===== src/rtl/operand_fetch.sv =====
// Operand fetch stage: reads the register bank, applies writeback bypass and a busy
// scoreboard to stall readers of in-flight destinations, and registers one operand packet.
module operand_fetch #(
   parameter int unsigned DW = 64,
   parameter int unsigned AW = 5
) (
   input  logic          CLK,
   input  logic          RST,
   // decoded instruction
   input  logic          in_valid,
   output logic          in_ready,
   input  logic [AW-1:0] in_rn,
   input  logic [AW-1:0] in_rm,
   input  logic [AW-1:0] in_rd,
   input  logic          in_use_imm,
   input  logic [DW-1:0] in_imm,
   input  logic          in_regwrite,
   input  logic [10:0]   in_op,
   // register bank read ports
   output logic [AW-1:0] A,
   output logic [AW-1:0] B,
   input  logic [DW-1:0] Adata,
   input  logic [DW-1:0] Bdata,
   // writeback port
   input  logic          wb_we,
   input  logic [AW-1:0] wb_rd,
   input  logic [DW-1:0] wb_data,
   // operand packet
   output logic          out_valid,
   input  logic          out_ready,
   output logic [DW-1:0] out_opa,
   output logic [DW-1:0] out_opb,
   output logic [AW-1:0] out_rd,
   output logic [10:0]   out_op,
   output logic          out_regwrite
);

   localparam int unsigned NumRegs = 2 ** AW;
   localparam logic [AW-1:0] ZeroReg = '1;

   logic [NumRegs-1:0] busy_q, busy_d;
   logic               valid_q;
   logic [DW-1:0]      opa_q, opb_q;
   logic [AW-1:0]      rd_q;
   logic [10:0]        op_q;
   logic               regwrite_q;

   logic [DW-1:0] opa_res, opb_res;
   logic          wb_hit_rn, wb_hit_rm;
   logic          hazard_rn, hazard_rm, hazard;
   logic          accept;

   assign A = in_rn;
   assign B = in_rm;

   assign wb_hit_rn = wb_we && (wb_rd == in_rn) && (wb_rd != ZeroReg);
   assign wb_hit_rm = wb_we && (wb_rd == in_rm) && (wb_rd != ZeroReg);

   always_comb begin
      opa_res = Adata;
      if (in_rn == ZeroReg) begin
         opa_res = '0;
      end else if (wb_hit_rn) begin
         opa_res = wb_data;
      end

      opb_res = Bdata;
      if (in_use_imm) begin
         opb_res = in_imm;
      end else if (in_rm == ZeroReg) begin
         opb_res = '0;
      end else if (wb_hit_rm) begin
         opb_res = wb_data;
      end
   end

   // A writeback landing this cycle resolves the hazard through the bypass.
   assign hazard_rn = busy_q[in_rn] && !wb_hit_rn;
   assign hazard_rm = !in_use_imm && busy_q[in_rm] && !wb_hit_rm;
   assign hazard    = hazard_rn || hazard_rm;

   assign in_ready = (!valid_q || out_ready) && !hazard;
   assign accept   = in_valid && in_ready;

   // Clear first, then set: a same-cycle new writer is younger and must stay tracked.
   always_comb begin
      busy_d = busy_q;
      if (wb_we && (wb_rd != ZeroReg)) begin
         busy_d[wb_rd] = 1'b0;
      end
      if (accept && in_regwrite && (in_rd != ZeroReg)) begin
         busy_d[in_rd] = 1'b1;
      end
      busy_d[ZeroReg] = 1'b0;
   end

   always_ff @(posedge CLK) begin
      if (RST) begin
         busy_q     <= '0;
         valid_q    <= 1'b0;
         opa_q      <= '0;
         opb_q      <= '0;
         rd_q       <= '0;
         op_q       <= '0;
         regwrite_q <= 1'b0;
      end else begin
         busy_q <= busy_d;
         if (accept) begin
            valid_q    <= 1'b1;
            opa_q      <= opa_res;
            opb_q      <= opb_res;
            rd_q       <= in_rd;
            op_q       <= in_op;
            regwrite_q <= in_regwrite;
         end else if (out_ready) begin
            valid_q <= 1'b0;
         end
      end
   end

   assign out_valid    = valid_q;
   assign out_opa      = opa_q;
   assign out_opb      = opb_q;
   assign out_rd       = rd_q;
   assign out_op       = op_q;
   assign out_regwrite = regwrite_q;

endmodule


===== config.mk =====
export PLATFORM = sky130hd
export DESIGN_NAME = operand_fetch
export DESIGN_NICKNAME = d
export VERILOG_FILES = /design/src/rtl/operand_fetch.sv
export SDC_FILE = /design/constraint.sdc
export NUM_CORES = 1
export LEC_CHECK = 0
export ABC_AREA = 1
export BUFFER_PORTS_ARGS = -buffer_cell sky130_fd_sc_hd__buf_2
export CAP_MARGIN = 20
export CORE_AREA = 3 3 172 174
export CTS_CLUSTER_DIAMETER = 100
export CTS_CLUSTER_SIZE = 10
export DETAILED_ROUTE_END_ITERATION = 10
export DIE_AREA = 0 0 175 177
export PLACE_DENSITY = 0.67
export SLEW_MARGIN = 20
export SYNTH_ARGS = -nofsm -noshare
export SYNTH_HDL_FRONTEND = slang
export SYNTH_SLANG_ARGS = --single-unit

===== constraint.sdc =====
create_clock -name CLK -period 1.7 [get_ports CLK]
set_input_delay 0.17 -clock CLK [delete_from_list [all_inputs] [get_ports CLK]]
set_output_delay 0.17 -clock CLK [all_outputs]
set_load 0.005 [all_outputs]

**Word level (Yosys, flattened, before mapping)**

Cells that the tools add are included.

- Register bits: 177
- Bits in latches: 0
- RAM bits: 0
- Memory bits (read-only): 0
- Output and inout bits: 157
- Memories kept: 0

- $add $sub $neg: 0
- Multipliers: 0
- Div/mod/pow operators: 0
- $lt $le $gt $ge: 6
- Equality and inequality tests: 6
- Shift operators: 0
- Muxes and demuxes: 17
- Bitwise gates (word level): 3
- Reductions and logical operators: 22

Operator list:

| kind | count |
|---|---|
| $mux 64 | 5 |
| $mux 31 | 2 |
| $and 31x31->31 | 1 |
| $not 31->31 | 1 |
| $or 31x31->31 | 1 |
| $lt 5x6->1 const B | 4 |
| $logic_and 1x1->1 | 14 |
| $bmux 1 s5 | 2 |
| $demux 1 s5 | 2 |
| $eq 5x5->1 | 2 |
| $eq 5x5->1 const B | 2 |
| $ge 5x1->1 const B | 2 |
| $ne 5x5->1 const B | 2 |
| $mux 1 | 6 |
| $logic_not 1->1 | 5 |
| $logic_or 1x1->1 | 2 |
| $reduce_bool 2->1 | 1 |

**Longest topological paths before layout**

Gate-level depths: netlist (run 1).

- Depth in word-level cells: 12
- Mapped depth: 16
- Mapped depth without buffers: 13

**Least setup slack after synthesis (run 1)**

Ideal clock, no wire load.

- Path kind: input-to-reg
- Start point: input in_rn[0]
- End point: register opb_q[57] (netlist: out_opb[57])
- Setup time: 119 ps
- Data arrival time: 1707 ps
- Path slack: -126 ps
- Cell stages on the path: 14
- Cell sequence: buf_4 -> inv_2 -> buf_4 -> nand2_1 -> nand3_1 -> nand3_1 -> nand3_1 -> nand3_1 -> nand3_1 -> nand4_4 -> buf_4 -> buf_2 -> a211oi_1 -> nor2_1

- Cells in the longest elaborated chain, start to end: 9

Ends and longest elaborated chain:

| what | line | RTL |
|---|---|---|
| start: declaration | 12 | `input logic [AW-1:0] in_rn,` |
| branches (longest 4 deep; another with $bmux 1 s5) | n/a |  |
| $logic_and 1x1->1 * | 78 | `assign hazard_rn = busy_q[in_rn] && !wb_hit_rn;` |
| $logic_or 1x1->1 * | 80 | `assign hazard = hazard_rn \|\| hazard_rm;` |
| $logic_not 1->1 * | 82 | `assign in_ready = (!valid_q \|\| out_ready) && !hazard;` |
| $logic_and 1x1->1 * | 82 |  |
| $logic_and 1x1->1 * | 83 | `assign accept = in_valid && in_ready;` |
| end signal: assignment | 111 | `opb_q <= opb_res;` |
| end: declaration | 43 | `logic [DW-1:0] opa_q, opb_q;` |

Mark *: on every way between the ends. The select of a mux whose other input is x is not followed.
A chain may end at the register's enable or synchronous reset.

**Worst setup path after layout (run 1)**

- Start point: register busy_q[23]
- End point: register busy_q[15]

- Cells in the longest elaborated chain, start to end: 11

Ends and longest elaborated chain:

| what | line | RTL |
|---|---|---|
| start: declaration | 41 | `logic [NumRegs-1:0] busy_q, busy_d;` |
| start signal: assignment | 107 | `busy_q <= busy_d;` |
| $bmux 1 s5 | 79 | `assign hazard_rm = !in_use_imm && busy_q[in_rm] && !wb_hit_rm;` |
| $mux 1 (not written as such) | 79 |  |
| $logic_and 1x1->1 (2 in a row) | 79 |  |
| $logic_or 1x1->1 * | 80 |  |
| $logic_not 1->1 * | 82 |  |
| $logic_and 1x1->1 * | 82 |  |
| $logic_and 1x1->1 * | 83 |  |
| $logic_and 1x1->1 * (2 in a row) | 91 | `if (accept && in_regwrite && (in_rd != ZeroReg)) begin` |
| $mux 31 * | 91 |  |

Every way passes the cells marked *; elsewhere a longest branch is shown, timed or not. The select of a mux whose other input is x is not followed.

==> impl_metrics.xml, run 1 <==
<?xml version="1.0" encoding="UTF-8"?>
<metrics>
  <group name="finish">
    <metric name="instances_no_fill" unit="">2338</metric>
    <metric name="commonest_cells_after_routing_fill_and_taps_aside" unit="">sky130_fd_sc_hd__buf_2, sky130_fd_sc_hd__inv_1, sky130_fd_sc_hd__dfxtp_1</metric>
    <metric name="num-nets-final" unit="">2243</metric>
    <metric name="leading_cell_type_in_the_layout_fill_and_taps_excluded" unit="">sky130_fd_sc_hd__buf_2</metric>
    <metric name="area.growth.synth_to_final" unit="%">59.4</metric>
    <metric name="share_of_cells_above_drive_strength_1" unit="">0.392</metric>
    <metric name="layout_cell_area_excl_fill" unit="um2">15200</metric>
    <metric name="fillerInstances" unit="">2694</metric>
    <metric name="antenna_cells_inserted" unit="">0</metric>
  </group>
  <group name="worst_setup_path">
    <metric name="crit_path_max_fanout" unit="">16</metric>
    <metric name="critPathCaptureType" unit="">flip-flop</metric>
    <metric name="worst-setup-path-type" unit="">flip-flop to flip-flop</metric>
    <metric name="r2r-start" unit="">busy_q[23]$_SDFF_PP0_</metric>
    <metric name="worst_r2r_endpoint" unit="">busy_q[15]$_SDFF_PP0_</metric>
    <metric name="setup_slack_of_the_most_critical_reg_to_reg_path" unit="ps">-230</metric>
    <metric name="cp-startpoint" unit="">busy_q[23]$_SDFF_PP0_</metric>
    <metric name="worstRegToRegCells" unit="">14</metric>
    <metric name="cp.arrival" unit="ps">2270</metric>
    <metric name="crit_path_end" unit="">busy_q[15]$_SDFF_PP0_</metric>
    <metric name="worst_ep_required" unit="ps">2040</metric>
    <metric name="startpoint_type" unit="">flip-flop</metric>
  </group>
  <group name="sta">
    <metric name="layout_worst_path_cycle_share" unit="">1.13</metric>
    <metric name="fin_worst_skew" unit="ps">22.3</metric>
    <metric name="finalWorstPathRequiredPeriod" unit="ps">1930</metric>
    <metric name="max_freq" unit="MHz">519</metric>
    <metric name="final-max-slew-violation-count" unit="">0</metric>
    <metric name="worstMarginPinSlew" unit="ps">541</metric>
    <metric name="worst_slew_margin_rel" unit="">0.640</metric>
    <metric name="finalSetupViolCount" unit="">177</metric>
    <metric name="grt_setup_unrepaired" unit="">yes</metric>
    <metric name="report.final.hold_viol_count" unit="">0</metric>
    <metric name="fin_ws" unit="ps">-228</metric>
    <metric name="timing.setup.tns" unit="ps">-29610</metric>
  </group>
  <group name="outcome">
    <metric name="outcome" unit="">finished, violations left</metric>
    <metric name="violations_in_the_final_reports" unit="">setup timing</metric>
  </group>
  <group name="yosys">
    <metric name="postSynthNetCount" unit="">1707</metric>
    <metric name="netlist.top_cell.by_area" unit="">sky130_fd_sc_hd__dfxtp_1</metric>
    <metric name="post_synth_inst_count" unit="">1413</metric>
    <metric name="syn_avg_cell_area" unit="um2">6.76</metric>
    <metric name="synth_seq_area_share" unit="">0.371</metric>
    <metric name="post-synth-top-area-fraction" unit="">0.371</metric>
    <metric name="ys.warnings.count" unit="">0</metric>
    <metric name="ys_types" unit="">28</metric>
    <metric name="ys_ff_latch" unit="">177</metric>
    <metric name="synth.area.top_cells" unit="">sky130_fd_sc_hd__dfxtp_1, sky130_fd_sc_hd__a211oi_1, sky130_fd_sc_hd__a21oi_1</metric>
    <metric name="syn-cell-area" unit="um2">9550</metric>
  </group>
  <group name="power">
    <metric name="ir_drop" unit="uV">698</metric>
    <metric name="reg_power_frac" unit="">0.394</metric>
    <metric name="netSwitchingPower" unit="W">0.00369</metric>
    <metric name="power.static_leakage" unit="nW">7.23</metric>
    <metric name="power_frac_comb" unit="">0.266</metric>
    <metric name="internal_power_of_the_cells" unit="W">0.00821</metric>
    <metric name="relative_contribution_of_the_clock_network_to_total_power" unit="">0.340</metric>
    <metric name="cellPowerDensity" unit="nW/um2">782</metric>
    <metric name="power.switching_fraction" unit="">0.310</metric>
  </group>
  <group name="grt">
    <metric name="first_pass_grt_wire_length" unit="um">60700</metric>
    <metric name="grt_remaining_overflow" unit="">0</metric>
    <metric name="groute.usage.overall" unit="">0.245</metric>
    <metric name="grt_antenna_before_repair" unit="">0</metric>
    <metric name="number_of_global_route_vias_before_repair" unit="">11200</metric>
    <metric name="grt_start_max_net_pins" unit="">75</metric>
  </group>
  <group name="detailed_routing">
    <metric name="wire_length_per_cell" unit="um">18.9</metric>
    <metric name="viasPerCell" unit="">5.31</metric>
    <metric name="finalWirelength" unit="um">44300</metric>
    <metric name="ant_nets" unit="">0</metric>
    <metric name="drcViolationCount" unit="">0</metric>
    <metric name="drt-pass1-iter-count" unit="">6</metric>
    <metric name="dr.first_iter.drc_count" unit="">1057</metric>
    <metric name="dr_total_vias" unit="">12400</metric>
  </group>
  <group name="clocking">
    <metric name="cell_at_the_root_of_the_clock_tree" unit="">sky130_fd_sc_hd__clkbuf_16</metric>
    <metric name="ctsHtreeMaxLevel" unit="">4</metric>
    <metric name="cts.clk_slew.worst_paths" unit="ps">70</metric>
    <metric name="cts_buffer_depth" unit="">2</metric>
    <metric name="cts.sink_count" unit="">177</metric>
    <metric name="number_of_buffers_created_by_cts" unit="">17</metric>
    <metric name="cts_tree" unit="">done</metric>
    <metric name="worst_skew_pair.late_latency" unit="ps">430</metric>
  </group>
  <group name="placed_design">
    <metric name="placed_cells_incl_taps" unit="">2215</metric>
    <metric name="dp_slack" unit="ps">-379</metric>
    <metric name="finalWeightedCongestion" unit="">0.960</metric>
    <metric name="place_hpwl" unit="um">30200</metric>
    <metric name="placement.io_buffers" unit="">450</metric>
    <metric name="post_dp_cell_area" unit="um2">12700</metric>
  </group>
  <group name="floorplan">
    <metric name="std_cell_rows" unit="">61</metric>
    <metric name="coreArea" unit="um2">27900</metric>
    <metric name="fp.dieArea" unit="um2">31000</metric>
    <metric name="starting_density_of_the_core" unit="">0.342</metric>
    <metric name="die_x" unit="um">175</metric>
    <metric name="die_y" unit="um">177</metric>
    <metric name="io-pin-count" unit="">451</metric>
  </group>
  <group name="worst_hold_path">
    <metric name="holdCritPathClass" unit="">input port to flip-flop</metric>
  </group>
  <group name="flow_run">
    <metric name="max-cap-violations" unit="">0</metric>
  </group>
</metrics>
## metal layers
metal / global-route usage / vias to the layer above / share of wire
li1: - / 5856 / -
met1: 0.320 / 5741 / 0.41
met2: 0.410 / 702 / 0.48
met3: 0.0438 / 109 / 0.076
met4: 0.0848 / 0 / 0.034
met5: 0 / - / 0
## stage by stage
stage	util	total power, W	hold slack [ps]
after floorplan	-	0.00590	313
after global placement	0.456	0.00714	405
after detailed placement	0.456	0.00716	407
after CTS	0.500	0.0113	2.38
after global routing	0.545	0.0124	15.2
final	0.545	0.0119	15.0
## worst max-delay path, stage by stage (launching register included)
cell,delay [ps]
sky130_fd_sc_hd__dfxtp_2,340
sky130_fd_sc_hd__buf_4,130
sky130_fd_sc_hd__nand2_1,50
sky130_fd_sc_hd__inv_1,30
sky130_fd_sc_hd__nor2_1,90
sky130_fd_sc_hd__nor2_1,50
sky130_fd_sc_hd__nand2_1,50
sky130_fd_sc_hd__nand3_1,90
sky130_fd_sc_hd__nand3_2,120
sky130_fd_sc_hd__nand4_4,90
sky130_fd_sc_hd__buf_12,170
sky130_fd_sc_hd__nor2_4,170
sky130_fd_sc_hd__buf_12,170
sky130_fd_sc_hd__nand3_1,130
sky130_fd_sc_hd__a21oi_2,150
## kinds of logic (layout without fill, tap and decap cells)
| logic type | Yosys count | after routing | share of synthesized area |
|---|---|---|---|
| buf+inv | 314 | 861 | 0.139 |
| flops | 177 | 177 | 0.371 |
| simple gates | 376 | 376 | 0.166 |
| xor+xnor | 7 | 7 | 0.00642 |
| compound gates | 539 | 539 | 0.317 |
## how the worst min path moves through the flow
| stage | start | endpoint | slack (ps) | cells after the start |
|---|---|---|---|---|
| final | in_imm[3] | out_opb[3]$_SDFFE_PP0P_ | 20 | 3 |
| after global routing | in_imm[16] | out_opb[16]$_SDFFE_PP0P_ | 20 | 3 |
| after CTS | in_op[10] | out_op[10]$_SDFFE_PP0P_ | 2 | 3 |
| after detailed placement | in_imm[55] | out_opb[55]$_SDFFE_PP0P_ | 410 | 3 |
| after global placement | in_imm[62] | out_opb[62]$_SDFFE_PP0P_ | 410 | 3 |
| after floorplan | in_op[0] | out_op[0]$_SDFFE_PP0P_ | 310 | 2 |
## Yosys cell counts
cell / count
sky130_fd_sc_hd__a211oi_1: 128
sky130_fd_sc_hd__a21oi_1: 179
sky130_fd_sc_hd__buf_1: 3
sky130_fd_sc_hd__buf_2: 29
sky130_fd_sc_hd__buf_4: 27
sky130_fd_sc_hd__buf_6: 2
sky130_fd_sc_hd__clkbuf_1: 66
sky130_fd_sc_hd__dfxtp_1: 177
sky130_fd_sc_hd__inv_1: 183
sky130_fd_sc_hd__inv_2: 4
sky130_fd_sc_hd__nand2_1: 132
sky130_fd_sc_hd__nand3_1: 74
sky130_fd_sc_hd__nand3b_1: 1
sky130_fd_sc_hd__nand4_1: 5
sky130_fd_sc_hd__nand4_4: 1
sky130_fd_sc_hd__nor2_1: 139
sky130_fd_sc_hd__nor2_2: 1
sky130_fd_sc_hd__nor2b_1: 1
sky130_fd_sc_hd__nor3_1: 15
sky130_fd_sc_hd__nor4_1: 6
sky130_fd_sc_hd__nor4_2: 1
sky130_fd_sc_hd__o211ai_1: 1
sky130_fd_sc_hd__o21a_1: 1
sky130_fd_sc_hd__o21ai_0: 126
sky130_fd_sc_hd__o21ai_1: 101
sky130_fd_sc_hd__o31ai_1: 3
sky130_fd_sc_hd__xnor2_1: 4
sky130_fd_sc_hd__xor2_1: 3
## power groups by stage
stage               clock, W  combinational, W  sequential, W
floorplan                  0           0.00115        0.00476
global placement           0           0.00240        0.00474
detailed placement         0           0.00243        0.00474
CTS                  0.00410           0.00256        0.00466
global route         0.00427           0.00339        0.00472
finish               0.00405           0.00316        0.00469
## sequential cells by signal (all words and copies together) (netlist names)
register / cells
out_regwrite: 1
busy_q: 31
out_rd: 5
out_opb: 64
out_op: 11
out_opa: 64
out_valid: 1
## timing repair
action                                 4_1_cts  5_1_grt
setup endpoints to repair                  176      178
buffers inserted                             1        8
hold buffers                                59        0
cloned                                       0       25
pin swaps                                   10       27
gates resized for setup                     48      154
endpoints found under the hold margin       59        0
## layout make-up
class                           instances  area (um2)  share of cell area
Tap cell                              378         473              0.0311
Multi-Input combinational cell        922        5280               0.347
Timing Repair Buffer                  644        4610               0.303
Inverter                              187         728              0.0478
Sequential cell                       177        3560               0.234
Clock inverter                         12         150             0.00986
Clock buffer                           18         429              0.0282
Note: power is estimated with default switching activity, not from simulation.
==> inputs of run 2 (changes only) <==
- CORE_AREA: 3 3 172 174 -> 3 3 173 175
- DIE_AREA: 0 0 175 177 -> 0 0 176 178
- PLACE_DENSITY: 0.67 -> 0.65
- clock period: 1.7 -> 2.4 ns (I/O delays scaled with it)
==> impl_metrics.xml, run 2 (synthesis gave the netlist of run 1 again) <==
<?xml version="1.0" encoding="UTF-8"?>
<metrics>
  <group name="sta">
    <metric name="report.final.hold_viol_count" unit="">0</metric>
    <metric name="fin_worst_skew" unit="ps">19.9</metric>
    <metric name="timing.setup.tns" unit="ps">0</metric>
    <metric name="final-max-slew-violation-count" unit="">0</metric>
    <metric name="worst_slew_margin_rel" unit="">0.418</metric>
    <metric name="grt_setup_unrepaired" unit="">no</metric>
    <metric name="layout_worst_path_cycle_share" unit="">0.833</metric>
    <metric name="finalSetupViolCount" unit="">0</metric>
    <metric name="finalWorstPathRequiredPeriod" unit="ps">2000</metric>
    <metric name="worstMarginPinSlew" unit="ps">873</metric>
    <metric name="max_freq" unit="MHz">500</metric>
  </group>
  <group name="worst_setup_path">
    <metric name="cp-startpoint" unit="">busy_q[6]$_SDFF_PP0_</metric>
    <metric name="critPathCaptureType" unit="">output pin</metric>
    <metric name="r2r-start" unit="">busy_q[0]$_SDFF_PP0_</metric>
    <metric name="worst-setup-path-type" unit="">flip-flop to output pin</metric>
    <metric name="startpoint_type" unit="">flip-flop</metric>
    <metric name="crit_path_max_fanout" unit="">2</metric>
    <metric name="worst_ep_required" unit="ps">2160</metric>
    <metric name="cp.arrival" unit="ps">1760</metric>
  </group>
  <group name="detailed_routing">
    <metric name="drt-pass1-iter-count" unit="">5</metric>
    <metric name="wire_length_per_cell" unit="um">17.7</metric>
    <metric name="viasPerCell" unit="">5.18</metric>
    <metric name="dr.first_iter.drc_count" unit="">743</metric>
    <metric name="dr_total_vias" unit="">11400</metric>
    <metric name="drcViolationCount" unit="">0</metric>
    <metric name="ant_nets" unit="">0</metric>
    <metric name="finalWirelength" unit="um">38900</metric>
  </group>
  <group name="floorplan">
    <metric name="std_cell_rows" unit="">62</metric>
    <metric name="starting_density_of_the_core" unit="">0.334</metric>
    <metric name="io-pin-count" unit="">451</metric>
    <metric name="die_x" unit="um">176</metric>
    <metric name="fp.dieArea" unit="um2">31300</metric>
    <metric name="die_y" unit="um">178</metric>
    <metric name="coreArea" unit="um2">28600</metric>
  </group>
  <group name="finish">
    <metric name="instances_no_fill" unit="">2195</metric>
    <metric name="register_area" unit="um2">3540</metric>
    <metric name="commonest_cells_after_routing_fill_and_taps_aside" unit="">sky130_fd_sc_hd__buf_2, sky130_fd_sc_hd__inv_1, sky130_fd_sc_hd__a21oi_1</metric>
    <metric name="area.growth.synth_to_final" unit="%">33.2</metric>
    <metric name="share_of_cells_above_drive_strength_1" unit="">0.294</metric>
    <metric name="fillerInstances" unit="">2952</metric>
    <metric name="num-nets-final" unit="">2088</metric>
    <metric name="leading_cell_type_in_the_layout_fill_and_taps_excluded" unit="">sky130_fd_sc_hd__buf_2</metric>
    <metric name="multi_input_area" unit="um2">4710</metric>
  </group>
  <group name="grt">
    <metric name="number_of_global_route_vias_before_repair" unit="">10700</metric>
    <metric name="groute.usage.overall" unit="">0.233</metric>
    <metric name="grt_remaining_overflow" unit="">0</metric>
    <metric name="grt_antenna_before_repair" unit="">5</metric>
    <metric name="first_pass_grt_wire_length" unit="um">58200</metric>
    <metric name="grt_start_max_net_pins" unit="">129</metric>
  </group>
  <group name="flow_run">
    <metric name="max-cap-violations" unit="">0</metric>
  </group>
  <group name="power">
    <metric name="reg_power_frac" unit="">0.428</metric>
    <metric name="cellPowerDensity" unit="nW/um2">605</metric>
    <metric name="internal_power_of_the_cells" unit="W">0.00527</metric>
    <metric name="relative_contribution_of_the_clock_network_to_total_power" unit="">0.362</metric>
    <metric name="netSwitchingPower" unit="W">0.00242</metric>
    <metric name="power_frac_comb" unit="">0.210</metric>
    <metric name="ir_drop" unit="uV">417</metric>
    <metric name="power.static_leakage" unit="nW">6.17</metric>
    <metric name="power.switching_fraction" unit="">0.315</metric>
  </group>
  <group name="clocking">
    <metric name="cts-hold-fix-buffers" unit="">0</metric>
    <metric name="cts_buffer_depth" unit="">2</metric>
    <metric name="worst_skew_pair.late_latency" unit="ps">440</metric>
    <metric name="cts.sink_count" unit="">177</metric>
    <metric name="cts.clk_slew.worst_paths" unit="ps">90</metric>
    <metric name="cts_tree" unit="">done</metric>
    <metric name="post-cts-setup-buffers" unit="">0</metric>
    <metric name="ctsHtreeMaxLevel" unit="">4</metric>
    <metric name="number_of_buffers_created_by_cts" unit="">17</metric>
    <metric name="cts-resized-gates" unit="">0</metric>
    <metric name="cell_at_the_root_of_the_clock_tree" unit="">sky130_fd_sc_hd__clkbuf_16</metric>
  </group>
  <group name="placed_design">
    <metric name="placed_cells_incl_taps" unit="">2159</metric>
    <metric name="placement.io_buffers" unit="">450</metric>
    <metric name="place_hpwl" unit="um">28600</metric>
    <metric name="finalWeightedCongestion" unit="">0.968</metric>
  </group>
  <group name="outcome">
    <metric name="outcome" unit="">finished, final reports clean</metric>
  </group>
  <group name="worst_hold_path">
    <metric name="holdCritPathClass" unit="">input port to flip-flop</metric>
    <metric name="worst_hold_startpoint" unit="">in_imm[29]</metric>
  </group>
</metrics>
-- run 2: layer usage --
| layer | track usage | wire [um] | vias up |
|---|---|---|---|
| li1 | - | - | 5544 |
| met2 | 0.381 | 18500 | 550 |
| met1 | 0.299 | 16100 | 5208 |
| met3 | 0.0568 | 3110 | 69 |
| met4 | 0.0871 | 1140 | 0 |
| met5 | 0 | 0 | - |
-- run 2: layout make-up --
type                            count  area share
Clock inverter                     14      0.0107
Inverter                          187      0.0557
Tap cell                          384      0.0378
Clock buffer                       18      0.0345
Antenna cell                        4    0.000787
Multi-Input combinational cell    922       0.370
Timing Repair Buffer              489       0.212
Sequential cell                   177       0.279
-- run 2: stage by stage --
step	power, W	area (um2)	utilization	worst slack, ps	hold slack, ps
floorplan	0.00415	9550	-	504	383
global placement	0.00495	12100	0.424	109	449
detailed placement	0.00497	12100	0.424	96.4	453
CTS	0.00777	12700	0.444	399	20.1
global route	0.00808	12700	0.444	213	30.6
finish	0.00769	12700	0.444	401	42.6
-- run 2: worst max-delay path, stage by stage (launching register included) --
cell	delay (ps)
sky130_fd_sc_hd__dfxtp_1	350
sky130_fd_sc_hd__inv_1	70
sky130_fd_sc_hd__o21ai_0	170
sky130_fd_sc_hd__nand2_1	70
sky130_fd_sc_hd__nand3_1	70
sky130_fd_sc_hd__nand3_1	60
sky130_fd_sc_hd__nand3_1	80
sky130_fd_sc_hd__nand3_1	150
sky130_fd_sc_hd__nor2b_1	180
sky130_fd_sc_hd__buf_2	130
-- run 2: power groups by stage --
stage	clock (W)	combinational, W	sequential (W)
global route	0.00298	0.00178	0.00332
finish	0.00278	0.00162	0.00330
CTS	0.00286	0.00161	0.00329
global placement	0	0.00159	0.00336
floorplan	0	0.000783	0.00337
detailed placement	0	0.00161	0.00336
-- run 2: path summary, 6_finish.rpt --
path              slack [ps]  depth (start not counted)                       end
setup / recovery         400                          9                  in_ready
hold / removal            40                          3  out_opb[29]$_SDFFE_PP0P_
setup reg to reg         450                         12  out_opa[53]$_SDFFE_PP0P_
hold reg to reg          470                          2    out_op[5]$_SDFFE_PP0P_
==> inputs of run 3 (changes only) <==
- ABC_AREA: 1 -> 0
- CORE_AREA: 3 3 173 175 -> 3 3 174 176
- DIE_AREA: 0 0 176 178 -> 0 0 177 179
- PLACE_DENSITY: 0.65 -> 0.71
- clock period: 2.4 -> 1.84 ns (I/O delays scaled with it)
==> impl_metrics.xml, run 3 <==
<?xml version="1.0" encoding="UTF-8"?>
<metrics>
  <group name="outcome">
    <metric name="outcome" unit="">finished, violations left</metric>
    <metric name="violations_in_the_final_reports" unit="">setup timing</metric>
  </group>
  <group name="finish">
    <metric name="area.growth.synth_to_final" unit="%">36.9</metric>
    <metric name="layout.core_utilization" unit="">0.540</metric>
    <metric name="instances_no_fill" unit="">2187</metric>
    <metric name="commonest_cells_after_routing_fill_and_taps_aside" unit="">sky130_fd_sc_hd__buf_2, sky130_fd_sc_hd__nand2_1, sky130_fd_sc_hd__dfxtp_1</metric>
    <metric name="num-nets-final" unit="">2081</metric>
    <metric name="share_of_cells_above_drive_strength_1" unit="">0.432</metric>
    <metric name="leading_cell_type_in_the_layout_fill_and_taps_excluded" unit="">sky130_fd_sc_hd__buf_2</metric>
  </group>
  <group name="placed_design">
    <metric name="place_hpwl" unit="um">33000</metric>
    <metric name="placement.io_buffers" unit="">450</metric>
    <metric name="placed_cells_incl_taps" unit="">2146</metric>
    <metric name="finalWeightedCongestion" unit="">0.945</metric>
  </group>
  <group name="detailed_routing">
    <metric name="dr_total_vias" unit="">12200</metric>
    <metric name="dr.first_iter.drc_count" unit="">983</metric>
    <metric name="drt-pass1-iter-count" unit="">5</metric>
    <metric name="wire_length_per_cell" unit="um">20.4</metric>
    <metric name="finalWirelength" unit="um">44500</metric>
    <metric name="viasPerCell" unit="">5.59</metric>
    <metric name="ant_nets" unit="">0</metric>
    <metric name="drcViolationCount" unit="">0</metric>
  </group>
  <group name="sta">
    <metric name="final-max-slew-violation-count" unit="">0</metric>
    <metric name="finalWorstPathRequiredPeriod" unit="ps">2250</metric>
    <metric name="finalSetupViolCount" unit="">178</metric>
    <metric name="worst_slew_margin_rel" unit="">0.597</metric>
    <metric name="report.final.hold_viol_count" unit="">0</metric>
    <metric name="grt_setup_unrepaired" unit="">yes</metric>
    <metric name="worstMarginPinSlew" unit="ps">603</metric>
    <metric name="layout_worst_path_cycle_share" unit="">1.22</metric>
    <metric name="max_freq" unit="MHz">444</metric>
    <metric name="fin_worst_skew" unit="ps">19.7</metric>
    <metric name="fin_ws" unit="ps">-410</metric>
    <metric name="worst_hold_slack" unit="ps">16.3</metric>
  </group>
  <group name="worst_setup_path">
    <metric name="critPathCaptureType" unit="">flip-flop</metric>
    <metric name="worst_ep_required" unit="ps">2140</metric>
    <metric name="cp-startpoint" unit="">busy_q[17]$_SDFF_PP0_</metric>
    <metric name="crit_path_max_fanout" unit="">26</metric>
    <metric name="worst-setup-path-type" unit="">flip-flop to flip-flop</metric>
    <metric name="worstRegToRegCells" unit="">8</metric>
    <metric name="crit_path_end" unit="">out_opb[48]$_SDFFE_PP0P_</metric>
    <metric name="setup_slack_of_the_most_critical_reg_to_reg_path" unit="ps">-410</metric>
    <metric name="startpoint_type" unit="">flip-flop</metric>
    <metric name="cp.arrival" unit="ps">2550</metric>
    <metric name="worst_r2r_endpoint" unit="">out_opb[48]$_SDFFE_PP0P_</metric>
    <metric name="r2r-start" unit="">busy_q[17]$_SDFF_PP0_</metric>
  </group>
  <group name="yosys">
    <metric name="synth_simple_gate_area_share" unit="">0.245</metric>
    <metric name="yosys-mux-area-fraction" unit="">0.194</metric>
    <metric name="synth_xor_xnor_area_share" unit="">0.00772</metric>
    <metric name="syn_avg_cell_area" unit="um2">8.44</metric>
    <metric name="synth-async-reset-ratio" unit="">0</metric>
    <metric name="postSynthNetCount" unit="">1639</metric>
    <metric name="synthMostInstantiatedCell" unit="">sky130_fd_sc_hd__nand2_1</metric>
    <metric name="synth_seq_area_share" unit="">0.312</metric>
    <metric name="syn-cell-area" unit="um2">11400</metric>
    <metric name="ys.warnings.count" unit="">0</metric>
    <metric name="ys_ff_latch" unit="">177</metric>
    <metric name="post-synth-top-area-fraction" unit="">0.312</metric>
    <metric name="ys_types" unit="">44</metric>
    <metric name="synth-edff-count" unit="">0</metric>
    <metric name="synth.area.top_cells" unit="">sky130_fd_sc_hd__dfxtp_1, sky130_fd_sc_hd__nor2b_1, sky130_fd_sc_hd__mux2_4</metric>
    <metric name="post_synth_most_frequent_cells" unit="">sky130_fd_sc_hd__nand2_1, sky130_fd_sc_hd__dfxtp_1, sky130_fd_sc_hd__nor2b_1, sky130_fd_sc_hd__a21oi_1</metric>
    <metric name="synth-compound-area-share" unit="">0.179</metric>
    <metric name="netlist.top_cell.by_area" unit="">sky130_fd_sc_hd__dfxtp_1</metric>
    <metric name="synth_top_family_by_area" unit="">simple AND/OR/NAND/NOR gates</metric>
    <metric name="ys.flop_type" unit="">sky130_fd_sc_hd__dfxtp_1</metric>
    <metric name="synthAdderAreaFrac" unit="">0</metric>
    <metric name="post_synth_inst_count" unit="">1345</metric>
  </group>
  <group name="clocking">
    <metric name="worst_skew_pair.late_latency" unit="ps">430</metric>
    <metric name="cts.sink_count" unit="">177</metric>
    <metric name="cts_buffer_depth" unit="">2</metric>
    <metric name="cts.clk_slew.worst_paths" unit="ps">70</metric>
    <metric name="cts_tree" unit="">done</metric>
    <metric name="post-cts-setup-buffers" unit="">0</metric>
    <metric name="number_of_buffers_created_by_cts" unit="">17</metric>
    <metric name="cell_at_the_root_of_the_clock_tree" unit="">sky130_fd_sc_hd__clkbuf_16</metric>
    <metric name="ctsHtreeMaxLevel" unit="">4</metric>
  </group>
  <group name="worst_hold_path">
    <metric name="worst_hold_startpoint" unit="">in_op[0]</metric>
    <metric name="holdPathStages" unit="">3</metric>
    <metric name="holdCritPathClass" unit="">input port to flip-flop</metric>
  </group>
  <group name="floorplan">
    <metric name="starting_density_of_the_core" unit="">0.394</metric>
    <metric name="coreArea" unit="um2">28800</metric>
    <metric name="die_y" unit="um">179</metric>
    <metric name="die_x" unit="um">177</metric>
    <metric name="io-pin-count" unit="">451</metric>
    <metric name="fp.dieArea" unit="um2">31700</metric>
    <metric name="std_cell_rows" unit="">62</metric>
  </group>
  <group name="grt">
    <metric name="grt_antenna_before_repair" unit="">4</metric>
    <metric name="number_of_global_route_vias_before_repair" unit="">11700</metric>
    <metric name="grt_start_max_net_pins" unit="">126</metric>
    <metric name="groute.usage.overall" unit="">0.262</metric>
    <metric name="first_pass_grt_wire_length" unit="um">65000</metric>
    <metric name="grt_remaining_overflow" unit="">0</metric>
  </group>
  <group name="power">
    <metric name="power.static_leakage" unit="nW">7.31</metric>
    <metric name="power" unit="W">0.0106</metric>
    <metric name="ir_drop" unit="uV">544</metric>
    <metric name="cellPowerDensity" unit="nW/um2">682</metric>
  </group>
  <group name="flow_run">
    <metric name="max-cap-violations" unit="">0</metric>
  </group>
</metrics>
run 3: cells by family (layout without fill, tap and decap cells):
group | after synthesis | count (layout)
simple gates | 528 | 528
compound gates | 317 | 317
mux | 167 | 167
other cells | 0 | 4
buf+inv | 146 | 600
xor+xnor | 10 | 10
flops | 177 | 177
run 3: area by class of cell:
class,count,area (um2)
inverter,1,3.75
multi-input combinational,1022,7350
clock buffer,18,429
sequential,177,3550
clock inverter,13,149
fill,2680,13200
antenna,4,10.0
tap,384,480
timing repair buffer,568,3560
run 3: per-layer routing:
layer | vias to the layer above | track usage | wire length [um]
li1 | 5633 | - | -
met1 | 5780 | 0.317 | 17200
met2 | 681 | 0.444 | 21500
met3 | 135 | 0.0612 | 4000
met4 | 2 | 0.116 | 1810
met5 | - | 0 | 7
run 3: what timing repair did:
| action | CTS | global route |
|---|---|---|
| pin swaps | 1 | 4 |
| gates cloned | 0 | 1 |
| resized for setup | 25 | 36 |
| endpoints found under the setup margin | 178 | 178 |
| hold buffers | 5 | 0 |
| endpoints found under the hold margin | 5 | 0 |
run 3: metrics by stage:
step | instance area, um2 | worst slack [ps] | TNS (ps)
2_1_floorplan | 11400 | -185 | -21840
3_3_place_gp | 14600 | -566 | -83840
3_5_place_dp | 14600 | -629 | -94990
4_1_cts | 15300 | -391 | -57260
5_1_grt | 15500 | -449 | -67360
6_report | 15500 | -410 | -58260
run 3: where the power goes:
group	switching [W]	leakage, nW	total, W	internal, W
registers	0.000119	1.45	0.00418	0.00406
logic	0.00139	5.58	0.00275	0.00135
clock network	0.00176	0.274	0.00368	0.00193
run 3: worst max-delay path, cell delays in order, from the launching register on:
cell	delay, ps
sky130_fd_sc_hd__dfxtp_2	340
sky130_fd_sc_hd__mux4_2	440
sky130_fd_sc_hd__o21ai_0	210
sky130_fd_sc_hd__o211ai_1	120
sky130_fd_sc_hd__nand4_1	190
sky130_fd_sc_hd__nand4_4	140
sky130_fd_sc_hd__buf_12	180
sky130_fd_sc_hd__buf_12	170
sky130_fd_sc_hd__mux2_4	310
run 3: worst min-delay path by stage:
stage	slack (ps)	to
global placement	440	out_op[10]$_SDFFE_PP0P_
CTS	3	out_op[0]$_SDFFE_PP0P_
floorplan	340	out_op[0]$_SDFFE_PP0P_
global route	20	out_op[0]$_SDFFE_PP0P_
finish	20	out_op[0]$_SDFFE_PP0P_
detailed placement	450	out_op[0]$_SDFFE_PP0P_
